[src/rtl/fpga_gpio_bank.sv]
// GPIO bank: DO/OE pad drive, 2-flop synchronised inputs, debounced DI, edge-detect interrupts (GPIO_DEBOUNCE_EN adds per-channel debounce).
// Latency: register access completes in 1 cycle; pad-to-DI 3+DEB cycles (3 without GPIO_DEBOUNCE_EN); irq_o lags IP/IE by 1 cycle.
// Backpressure: requester holds reg_valid_i until reg_ready_o; one access accepted every second cycle.
module fpga_gpio_bank #(
    parameter int GPIO_NUM  = 16,
    parameter int DEB_WIDTH = 16
) (
    input  logic                clk_i,
    input  logic                rst_i,
    input  logic                reg_valid_i,
    output logic                reg_ready_o,
    input  logic                reg_we_i,
    input  logic [2:0]          reg_addr_i,
    input  logic [31:0]         reg_wdata_i,
    output logic [31:0]         reg_rdata_o,
    input  logic [GPIO_NUM-1:0] gpio_in_i,
    output logic [GPIO_NUM-1:0] gpio_out_o,
    output logic [GPIO_NUM-1:0] gpio_oe_o,
    output logic                irq_o
);
    localparam logic [2:0] A_DO   = 3'd0;
    localparam logic [2:0] A_OE   = 3'd1;
    localparam logic [2:0] A_DI   = 3'd2;
    localparam logic [2:0] A_IE   = 3'd3;
    localparam logic [2:0] A_IP   = 3'd4;
    localparam logic [2:0] A_EDGE = 3'd5;
    localparam logic [2:0] A_DEB  = 3'd6;

    logic [GPIO_NUM-1:0] do_r, oe_r, ie_r, ip_r, edge_r;
    logic [GPIO_NUM-1:0] sync1_r, sync2_r, stable_r;
    logic [GPIO_NUM-1:0] stable_nxt, edge_ev, ip_clr, wdata_g;
    logic                acc, wr;
    logic [31:0]         rd_mux, deb_rd;
    logic                unused_wdata;

    // An access is accepted only while no ready pulse is outstanding.
    assign acc     = reg_valid_i & ~reg_ready_o;
    assign wr      = acc & reg_we_i;
    assign wdata_g = reg_wdata_i[GPIO_NUM-1:0];
    assign unused_wdata = ^reg_wdata_i;

    assign gpio_out_o = do_r;
    assign gpio_oe_o  = oe_r;

`ifdef GPIO_DEBOUNCE_EN
    logic [DEB_WIDTH-1:0] deb_r;
    logic [DEB_WIDTH-1:0] cnt_r   [GPIO_NUM];
    logic [DEB_WIDTH-1:0] cnt_nxt [GPIO_NUM];

    // ">=" lets a counter left above a freshly lowered threshold commit immediately.
    always_comb begin
        stable_nxt = stable_r;
        for (int n = 0; n < GPIO_NUM; n++) begin
            cnt_nxt[n] = '0;
            if (sync2_r[n] != stable_r[n]) begin
                if (cnt_r[n] >= deb_r) begin
                    stable_nxt[n] = sync2_r[n];
                end else begin
                    cnt_nxt[n] = cnt_r[n] + DEB_WIDTH'(1);
                end
            end
        end
    end

    always_ff @(posedge clk_i or posedge rst_i) begin
        if (rst_i) begin
            deb_r <= '0;
            for (int n = 0; n < GPIO_NUM; n++) begin
                cnt_r[n] <= '0;
            end
        end else begin
            if (wr && reg_addr_i == A_DEB) begin
                deb_r <= reg_wdata_i[DEB_WIDTH-1:0];
            end
            cnt_r <= cnt_nxt;
        end
    end

    assign deb_rd = 32'(deb_r);
`else
    assign stable_nxt = sync2_r;
    assign deb_rd     = '0;
`endif

    // DI reads the stable vector; events are taken on its transitions.
    assign edge_ev = ((stable_nxt & ~stable_r) & edge_r) |
                     ((~stable_nxt & stable_r) & ~edge_r);
    assign ip_clr  = (wr && reg_addr_i == A_IP) ? wdata_g : '0;

    always_comb begin
        rd_mux = '0;
        case (reg_addr_i)
            A_DO:    rd_mux = 32'(do_r);
            A_OE:    rd_mux = 32'(oe_r);
            A_DI:    rd_mux = 32'(stable_r);
            A_IE:    rd_mux = 32'(ie_r);
            A_IP:    rd_mux = 32'(ip_r);
            A_EDGE:  rd_mux = 32'(edge_r);
            A_DEB:   rd_mux = deb_rd;
            default: rd_mux = '0;
        endcase
    end

    always_ff @(posedge clk_i or posedge rst_i) begin
        if (rst_i) begin
            sync1_r     <= '0;
            sync2_r     <= '0;
            stable_r    <= '0;
            do_r        <= '0;
            oe_r        <= '0;
            ie_r        <= '0;
            ip_r        <= '0;
            edge_r      <= '1;
            irq_o       <= 1'b0;
            reg_ready_o <= 1'b0;
            reg_rdata_o <= '0;
        end else begin
            sync1_r     <= gpio_in_i;
            sync2_r     <= sync1_r;
            stable_r    <= stable_nxt;
            // A new event wins over a simultaneous write-one-to-clear.
            ip_r        <= (ip_r & ~ip_clr) | edge_ev;
            irq_o       <= |(ip_r & ie_r);
            reg_ready_o <= acc;
            reg_rdata_o <= (acc && !reg_we_i) ? rd_mux : '0;
            if (wr) begin
                case (reg_addr_i)
                    A_DO:    do_r   <= wdata_g;
                    A_OE:    oe_r   <= wdata_g;
                    A_IE:    ie_r   <= wdata_g;
                    A_EDGE:  edge_r <= wdata_g;
                    default: ;
                endcase
            end
        end
    end
endmodule

[config.mk]
export PLATFORM = sky130hd
export DESIGN_NAME = fpga_gpio_bank
export DESIGN_NICKNAME = d
export VERILOG_FILES = /design/src/rtl/fpga_gpio_bank.sv
export SDC_FILE = /design/constraint.sdc
export NUM_CORES = 1
export LEC_CHECK = 0
export ABC_AREA = 0
export BUFFER_PORTS_ARGS = -buffer_cell sky130_fd_sc_hd__buf_2
export CAP_MARGIN = 30
export CORE_ASPECT_RATIO = 0.6
export CORE_MARGIN = 5
export CORE_UTILIZATION = 40
export DETAILED_ROUTE_END_ITERATION = 10
export HOLD_SLACK_MARGIN = 0.03
export PLACE_DENSITY_LB_ADDON = 0.15
export SLEW_MARGIN = 20
export SYNTH_ARGS = -nofsm -noshare
export SYNTH_HDL_FRONTEND = slang
export SYNTH_SLANG_ARGS = --single-unit
[constraint.sdc]
create_clock -name clk_i -period 8 [get_ports clk_i]
set_clock_uncertainty 0.2 [all_clocks]
set_input_delay 0.8 -clock clk_i [delete_from_list [all_inputs] [get_ports clk_i]]
set_output_delay 0.8 -clock clk_i [all_outputs]
set_load 0.02 [all_outputs]
==> impl_metrics.json, run 1 <==
{
  "cpMaxStageDelayCell": "and3_1",
  "crit_top_cell": "buf_4",
  "yosys_warnings": 0,
  "maxCapViolCount": 0,
  "die_area_um2": 18200,
  "status": "completed",
  "ys_ff_latch": 146,
  "post-route-min-period_ps": 2790,
  "dieWidth_um": 171,
  "synth_ff_type": "dfrtp_1",
  "overflow": 0,
  "cts_setup_buffers": 0,
  "vias": 3962,
  "final_util_pct": 47.7,
  "postCtsHoldBufs": 0,
  "multiInputGateArea_um2": 2270,
  "htree_levels": 4,
  "syn_avg_cell_area_um2": 13.8,
  "syn_inst": 450,
  "p_total_w": 0.00203,
  "tightestPinTransition_ps": 967,
  "drive_gt1_share_pct": 42.4,
  "leakagePower_nw": 3.27,
  "syn_area_um2": 6210,
  "final-setup-viol-count": 0,
  "core_um2": 15300,
  "hpwlAfterDp_um": 10000,
  "vdd_drop_max_mv": 0.143,
  "ys_async_sr_fraction_pct": 100,
  "finalMaxSlewViolations": 0,
  "synth_cell_types": 39,
  "post_cts_resized": 0,
  "fillers": 1356,
  "clock_sinks": 146,
  "regArea_um2": 3670,
  "fmax_mhz": 358,
  "synth_edf_count": 0,
  "grt_max_degree": 85,
  "rsz0062_at_grt": "false",
  "regToRegSetupSlack_ps": 5360,
  "insertion_delay_ps": 410,
  "place_congestion": 0.775,
  "cp_max_fo": 53,
  "tns_ps": 0,
  "drt_iter0_markers": 285,
  "numCtsBuffers": 17,
  "cp-start-kind": "primary input",
  "wire_per_inst_um": 20.0,
  "pin_count": 121,
  "p_per_area_nw_per_um2": 279,
  "track_usage_pct": 16.8,
  "antenna_cells": 0,
  "drc_errors": 0,
  "required_ps": 8090,
  "initial_core_util_pct": 40.6,
  "clk_pin_slew_ps": 60,
  "cts_buffer_depth": 2,
  "cts-root-buf": "clkbuf_16",
  "drt_pass1_iterations": 5,
  "ys_seq_area_share_pct": 59.2,
  "end_kind": "flip-flop",
  "portBuffers": 88,
  "grt_pass1_vias": 4096,
  "hp-class": "reg2reg",
  "arrival_ps": 2880,
  "slew_headroom_pct": 35.5,
  "cts_tree": "built",
  "routed_wirelength_um": 15000,
  "antenna_found_initial": 0,
  "via_per_inst": 5.26,
  "nNetsFinal": 592,
  "critPathMaxStageDelay_ps": 710,
  "area_growth_pct": 17.4,
  "ant_nets": 0,
  "crit_chain": "buf_2, buf_4, and3_1, buf_4, mux2_2",
  "row_count": 35,
  "critPathKind": "in2reg",
  "grt_first_pass_wirelength_um": 23300,
  "fp.dieH_um": 106,
  "period_share_pct": 34.9,
  "hold_viol_final": 0
}
[cell usage after synthesis, drive strengths merged, types with 2 or more instances]
cell	instances	area share, %
a32oi	9	1.3
nor2	36	2.3
mux2	83	17
a21oi	8	0.65
clkbuf	4	0.24
o21ai	5	0.40
nand3	17	1.6
dfrtp	130	52
a221oi	7	0.99
nor3b	7	1.0
a211oi	3	0.36
nor2b	2	0.20
a22oi	7	0.85
nand2	21	1.3
mux4	3	1.1
a22o	4	0.56
a211o	6	0.85
mux2i	5	0.81
a221o	15	2.4
inv	4	0.24
a21boi	2	0.24
a31oi	5	0.50
and3	8	0.89
buf	38	4.7
dfstp	16	6.8
[through the flow]
| step | area [um2] | worst slack, ps | instances | hold slack, ps |
|---|---|---|---|---|
| after floorplan | 6260 | 3100 | 465 | 131 |
| after global placement | 6700 | 4820 | 720 | 135 |
| after detailed placement | 6720 | 4790 | 721 | 135 |
| after CTS | 7290 | 5220 | 753 | 148 |
| after global routing | 7290 | 5150 | 753 | 152 |
| final | 7290 | 5210 | 753 | 146 |
[routing by layer]
metal  track usage (%)  part of all wire, %
met1              25.2                   49
met5                 0                    0
met2              23.8                   44
met4              5.71                  1.1
met3              4.16                  6.0
[final cells by class]
type | instances | share of cell area, %
clock buffer | 19 | 5.94
clock inverter | 13 | 1.85
inverter | 4 | 0.275
multi-input combinational | 273 | 31.2
sequential | 146 | 50.4
tap | 203 | 3.49
timing repair buffer | 95 | 6.87
[state kept, by name, indices dropped and copies added, names as in the netlist]
name         count
sync1_r         16
gpio_oe_o       16
ie_r            16
stable_r        16
gpio_out_o      16
reg_rdata_o     16
reg_ready_o      1
ip_r            16
edge_r          16
irq_o            1
stable_nxt      16
[worst max-delay path: cells and delay by family]
family | cells | cell delay [ps]
mux | 1 | 360
buf+inv | 3 | 990
simple gates | 1 | 710
[path summary, 6_finish.rpt]
| path | from | to | cells past startpoint |
|---|---|---|---|
| worst max-delay path | reg_addr_i[0] | gpio_oe_o[10] | 5 |
| worst min-delay path | sync1_r[1] | stable_nxt[1] | 0 |
| worst max register to register | reg_ready_o | gpio_oe_o[10] | 5 |
| worst min register to register | sync1_r[1] | stable_nxt[1] | 0 |
| max in group asynchronous | rst_i | ie_r[4] | 3 |
| min in group asynchronous | rst_i | sync1_r[4] | 2 |
[logic make-up after synthesis]
group / synth area share, %
AOI/OAI and AO/OA: 9.09
buffers and inverters: 5.14
DFF: 59.2
muxes: 18.8
other: 0.0604
and+or+nand+nor: 7.76
[cell usage in the layout (no fill, tap or decap), drive strengths merged]
cell type,instances
a211o,6
a211oi,3
a21boi,2
a21oi,8
a221o,15
a221oi,7
a22o,4
a22oi,7
a31oi,5
a32oi,9
and2b,1
and3,8
and3b,1
buf,95
bufinv,2
clkbuf,19
clkinv,4
clkinvlp,5
conb,16
dfrtp,130
dfstp,16
inv,6
mux2,83
mux2i,5
mux4,3
nand2,21
nand2b,1
nand3,17
nand4,1
nor2,36
nor2b,2
nor3b,7
o21ai,5
[report_power, final]
group	switching [W]	leakage [nW]	internal (W)
Combinational	0.000173	1.29	0.000164
Sequential	0.0000828	1.71	0.000849
Clock	0.000307	0.266	0.000458
Note: power is estimated with default switching activity, not from simulation.
==> inputs of run 2 (changes only) <==
Clock period 8 ns to 2.93 ns, I/O delays scaled along.
==> run 2 against run 1 <==
  * Critical endpoint is now ie_r[14]
  * Largest power group unchanged
  * Non-clock buffer count grew 43
  * Critical path depth unchanged
  * Power increased to 2.9 times the previous value
  * Count of clock-buffer cells in the layout is 4 higher
  * Clock power rose to 3.1 times the previous value
  * Worst setup slack got worse by 4500 ps
==> impl_metrics.json, run 2 (synthesized netlist as in run 1, its figures left out) <==
{
  "layout_setup_ws_ps": 689,
  "die_area_um2": 18200,
  "place_ws_ps": 714,
  "crit_buf_inv": 2,
  "p_int_w": 0.00437,
  "critPathKind": "in2reg",
  "crit_family": "simple AND/OR/NAND/NOR gates",
  "routed_wirelength_um": 15100,
  "critPathMaxStageDelay_ps": 520,
  "pin_count": 121,
  "post_cts_resized": 0,
  "place_congestion": 0.798,
  "holdWs_ps": 133,
  "pwr-share-clk_pct": 40.2,
  "fmax_mhz": 446,
  "drt_iter0_markers": 260,
  "core_um2": 15300,
  "portBuffers": 88,
  "sw_frac_of_total_pct": 25.7,
  "grt_first_pass_wirelength_um": 24300,
  "cts_setup_buffers": 0,
  "crit_chain": "dlygate4sd3_1, buf_2, and3b_1, and3_4, mux2_2",
  "grt_pass1_vias": 4215,
  "initial_core_util_pct": 40.6,
  "required_ps": 3010,
  "status": "completed",
  "cpMaxStageDelayCell": "and3_4",
  "end_kind": "flip-flop",
  "overflow": 0,
  "hpwlAfterDp_um": 10200,
  "cp_max_fo": 16,
  "wire_per_inst_um": 19.0,
  "via_per_inst": 5.11,
  "row_count": 35,
  "drc_errors": 0,
  "cts_tree": "built",
  "leakagePower_nw": 3.51,
  "insertion_delay_ps": 410,
  "p_total_w": 0.00587,
  "maxCapViolCount": 0,
  "cts-root-buf": "clkbuf_16",
  "stdcell_area_um2": 7810,
  "final-setup-viol-count": 0,
  "startpoint": "reg_valid_i",
  "power_switching_w": 0.00151,
  "tightestPinTransition_ps": 972,
  "cp-start-kind": "primary input",
  "numCtsBuffers": 17,
  "grt_max_degree": 53,
  "min-delay-start": "reg_addr_i[1]",
  "drive_gt1_share_pct": 40.5,
  "tns_ps": 0,
  "post-route-min-period_ps": 2240,
  "hp-class": "in2reg",
  "finalMaxSlewViolations": 0,
  "arrival_ps": 2330,
  "final_cell_mix": "130 x dfrtp_1, 88 x buf_2, 53 x mux2_2",
  "clk_pin_slew_ps": 60,
  "p_comb_share_pct": 16.5,
  "htree_levels": 4,
  "rsz0062_at_grt": "false",
  "hold_viol_final": 0,
  "antenna_found_initial": 0,
  "fp.dieH_um": 106,
  "layout_commonest_cell": "dfrtp_1",
  "nNetsFinal": 635,
  "dieWidth_um": 171,
  "cts_buffer_depth": 2,
  "vdd_drop_max_mv": 0.348,
  "p_per_area_nw_per_um2": 752,
  "power_frac_seq_pct": 43.3,
  "ant_nets": 0,
  "place_area_um2": 6800,
  "period_share_pct": 76.5,
  "area_growth_pct": 25.8,
  "slew_headroom_pct": 35.2,
  "clock_sinks": 146,
  "vias": 4065,
  "r2r_start": "reg_ready_o",
  "antenna_cells": 0,
  "postCtsHoldBufs": 34,
  "drt_pass1_iterations": 4,
  "track_usage_pct": 17.4
}
run 2: per-layer routing:
layer,vias to the layer above,track usage [%],share of wire [%]
li1,1884,-,-
met1,2072,26.1,48
met2,104,25.1,45
met3,5,4.57,6.0
met4,0,4.30,0.35
met5,-,0,0
run 2: path summary, 6_finish.rpt:
kind                             endpoint  slack [ps]  cells after the start
max in group asynchronous      edge_r[12]        1440                      5
max reg2reg                      ie_r[14]         730                      3
min reg2reg                stable_nxt[13]         150                      0
min in group asynchronous  stable_nxt[11]         260                      3
max                              ie_r[14]         690                      5
min                        reg_rdata_o[1]         130                      3
run 2: cell type report:
| class | instances | area [um2] |
|---|---|---|
| Fill cell | 1312 | 7470 |
| Sequential cell | 146 | 3670 |
| Multi-Input combinational cell | 273 | 2270 |
| Timing Repair Buffer | 138 | 946 |
| Clock buffer | 23 | 468 |
| Tap cell | 203 | 254 |
| Clock inverter | 9 | 179 |
| Inverter | 4 | 18.8 |
run 2: per-stage QoR:
stage                     instances  util (%)
after global placement          729      44.5
after detailed placement        729      44.5
after floorplan                 465         -
after global routing            796      51.1
after CTS                       795      50.9
final                           796      51.1
run 2: power groups by stage:
stage | registers [W] | clock network, W | logic (W)
finish | 0.00254 | 0.00236 | 0.000968
global route | 0.00258 | 0.00251 | 0.00105
floorplan | 0.00264 | 0 | 0.000546
global placement | 0.00256 | 0 | 0.000925
CTS | 0.00254 | 0.00242 | 0.000974
detailed placement | 0.00257 | 0 | 0.000935
run 2: worst register-to-register path, stage by stage (launching register included):
cell and delay (ps):
dfrtp_1 390, and3b_1 580, and3_4 530, mux2_2 380
==> inputs of run 3 (changes only) <==
Settings changed: ABC_AREA 0 to 1.
Clock period 2.93 ns to 2.1 ns, I/O delays scaled along.
==> run 3 against run 2 <==
  * Utilization increased by 0.38 points
  * Largest power group unchanged
  * Count of clock-buffer cells in the layout decreased by 4
  * Combinational power up 29%
  * Largest cell class unchanged
  * Routed wire length grew 15%
==> impl_metrics.json, run 3 <==
{
  "status": "completed",
  "pin_count": 121,
  "period_share_pct": 78.8,
  "clock_sinks": 146,
  "grt_pass1_vias": 5070,
  "vdd_drop_max_mv": 0.534,
  "instances_no_fill": 1046,
  "cpMaxStageDelayCell": "dlygate4sd3_1",
  "yosys.area.top_type_share_pct": 51.7,
  "nNetsFinal": 885,
  "place_congestion": 0.836,
  "finalMaxSlewViolations": 0,
  "syn_avg_cell_area_um2": 8.86,
  "synth_area_leaders": "dfrtp_1 52%, nand2_1 10%, o21ai_0 6.9%",
  "ys_seq_area_share_pct": 58.4,
  "syn_inst": 710,
  "maxCapViolCount": 0,
  "grt_max_degree": 62,
  "clk_pin_slew_ps": 60,
  "hpwlAfterDp_um": 11700,
  "insertion_delay_ps": 410,
  "area_growth_pct": 25.8,
  "end_kind": "flip-flop",
  "final-setup-viol-count": 0,
  "cp-start-kind": "primary input",
  "ant_nets": 0,
  "crit_chain": "dlygate4sd3_1, buf_2, inv_1, nor2_4, nand4_1, buf_4, o21ai_0, nand2_1",
  "yosys_warnings": 0,
  "fp.dieH_um": 107,
  "die_area_um2": 18400,
  "overflow": 0,
  "holdWs_ps": 85.1,
  "p_per_area_nw_per_um2": 1000,
  "final_cell_mix": "173 x nand2_1, 130 x dfrtp_1, 88 x buf_2",
  "leakagePower_nw": 3.87,
  "antenna_found_initial": 0,
  "regArea_um2": 3670,
  "dp_cells": 980,
  "htree_levels": 4,
  "ys_async_sr_fraction_pct": 100,
  "initial_core_util_pct": 40.9,
  "final_util_pct": 51.5,
  "numCtsBuffers": 17,
  "vias": 5311,
  "synthMostInstantiatedCell": "nand2_1",
  "drive_gt1_share_pct": 19.7,
  "synth_edf_count": 0,
  "cts-root-buf": "clkbuf_16",
  "arrival_ps": 1740,
  "layout_commonest_cell": "nand2_1",
  "fmax_mhz": 605,
  "wire_per_inst_um": 16.6,
  "ys_ff_latch": 146,
  "synth_ff_type": "dfrtp_1",
  "syn_area_um2": 6290,
  "post_cts_resized": 0,
  "synth_largest_area_cell": "dfrtp_1",
  "grt_first_pass_wirelength_um": 27300,
  "cp_max_fo": 16,
  "routed_wirelength_um": 17400,
  "rsz0062_at_grt": "false",
  "critPathMaxStageDelay_ps": 530,
  "track_usage_pct": 19.3,
  "dieWidth_um": 172,
  "required_ps": 2190,
  "post-route-min-period_ps": 1650,
  "hold_viol_final": 0,
  "multiInputGateArea_um2": 2100,
  "fillers": 1420,
  "drt_pass1_iterations": 5,
  "portBuffers": 88,
  "row_count": 35,
  "cts_tree": "built",
  "hp-class": "in2async",
  "ys_top_cells_by_count": "173 x nand2_1, 130 x dfrtp_1, 87 x o21ai_0",
  "via_per_inst": 5.08,
  "cts_buffer_depth": 2,
  "drt_iter0_markers": 499,
  "drc_errors": 0,
  "synth_cell_types": 22,
  "critPathKind": "in2reg",
  "antenna_cells": 0,
  "core_um2": 15400
}
## run 3: changes by cell type after synthesis, moves of 20 or more
cell / delta
inv_1: +65
mux2_2: -53
mux2_4: -30
nand2_1: +152
nand3_1: +20
nand4_1: +60
o21ai_0: +82
## run 3: layer usage
metal  wire [um]  part of all wire (%)  global-route usage, %  vias up
met5           0                     0                      0        -
met4         187                   1.1                   5.66        0
met3        1600                   9.2                   4.50       19
met2        7060                    41                   26.9      238
met1        8520                    49                   29.6     2514
li1            -                     -                      -     2540
## run 3: logic make-up (layout without fill, tap and decap cells)
kind of cell | count (synthesis) | in the layout | synth area share (%)
buffers and inverters | 128 | 246 | 9.11
flip-flops | 146 | 146 | 58.4
AO/OA/AOI/OAI | 112 | 112 | 8.91
AND/OR/NAND/NOR | 323 | 323 | 23.5
other | 1 | 16 | 0.0596
## run 3: layout make-up
type	count	area share [%]
tap	203	3.21
inverter	72	3.46
multi-input combinational	451	26.5
timing repair buffer	142	12.6
sequential	146	46.4
clock buffer	19	5.47
clock inverter	13	2.34
## run 3: per-stage QoR
step / TNS, ps / cell area [um2] / setup slack, ps / power [W]
2_1_floorplan: -16890 / 6350 / -130 / 0.00427
3_3_place_gp: 0 / 6950 / 254 / 0.00469
3_5_place_dp: 0 / 6950 / 204 / 0.00473
4_1_cts: 0 / 7910 / 458 / 0.00796
5_1_grt: 0 / 7910 / 331 / 0.00830
6_report: 0 / 7910 / 446 / 0.00792
## run 3: repair_timing
item / in CTS / in global routing
hold endpoints to repair: 207 / 0
hold buffers: 34 / 0
buffers inserted: 0 / 0
## run 3: power by group
| part | leakage, nW | switching (W) | internal, W | total, W |
|---|---|---|---|---|
| sequential | 1.73 | 0.000285 | 0.00321 | 0.00349 |
| combinational | 1.85 | 0.000811 | 0.000439 | 0.00125 |
| clock | 0.297 | 0.00118 | 0.00199 | 0.00318 |
| total | 3.87 | 0.00228 | 0.00564 | 0.00792 |
## run 3: worst max-delay path, delay by kind of cell
family	cells	cell delay, ps
and+or+nand+nor	3	390
buffers and inverters	4	940
AOI/OAI and AO/OA	1	210
## run 3: path summary, 6_finish.rpt
check | slack (ps) | to | cells after the start | from
setup / recovery | 450 | ip_r[3] | 8 | reg_valid_i
hold / removal | 90 | gpio_oe_o[1] | 3 | rst_i
setup reg to reg | 470 | ip_r[3] | 5 | reg_ready_o
hold reg to reg | 140 | stable_nxt[0] | 0 | sync1_r[0]
max in group asynchronous | 970 | edge_r[5] | 4 | rst_i
min in group clk_i | 110 | reg_rdata_o[15] | 4 | reg_we_i
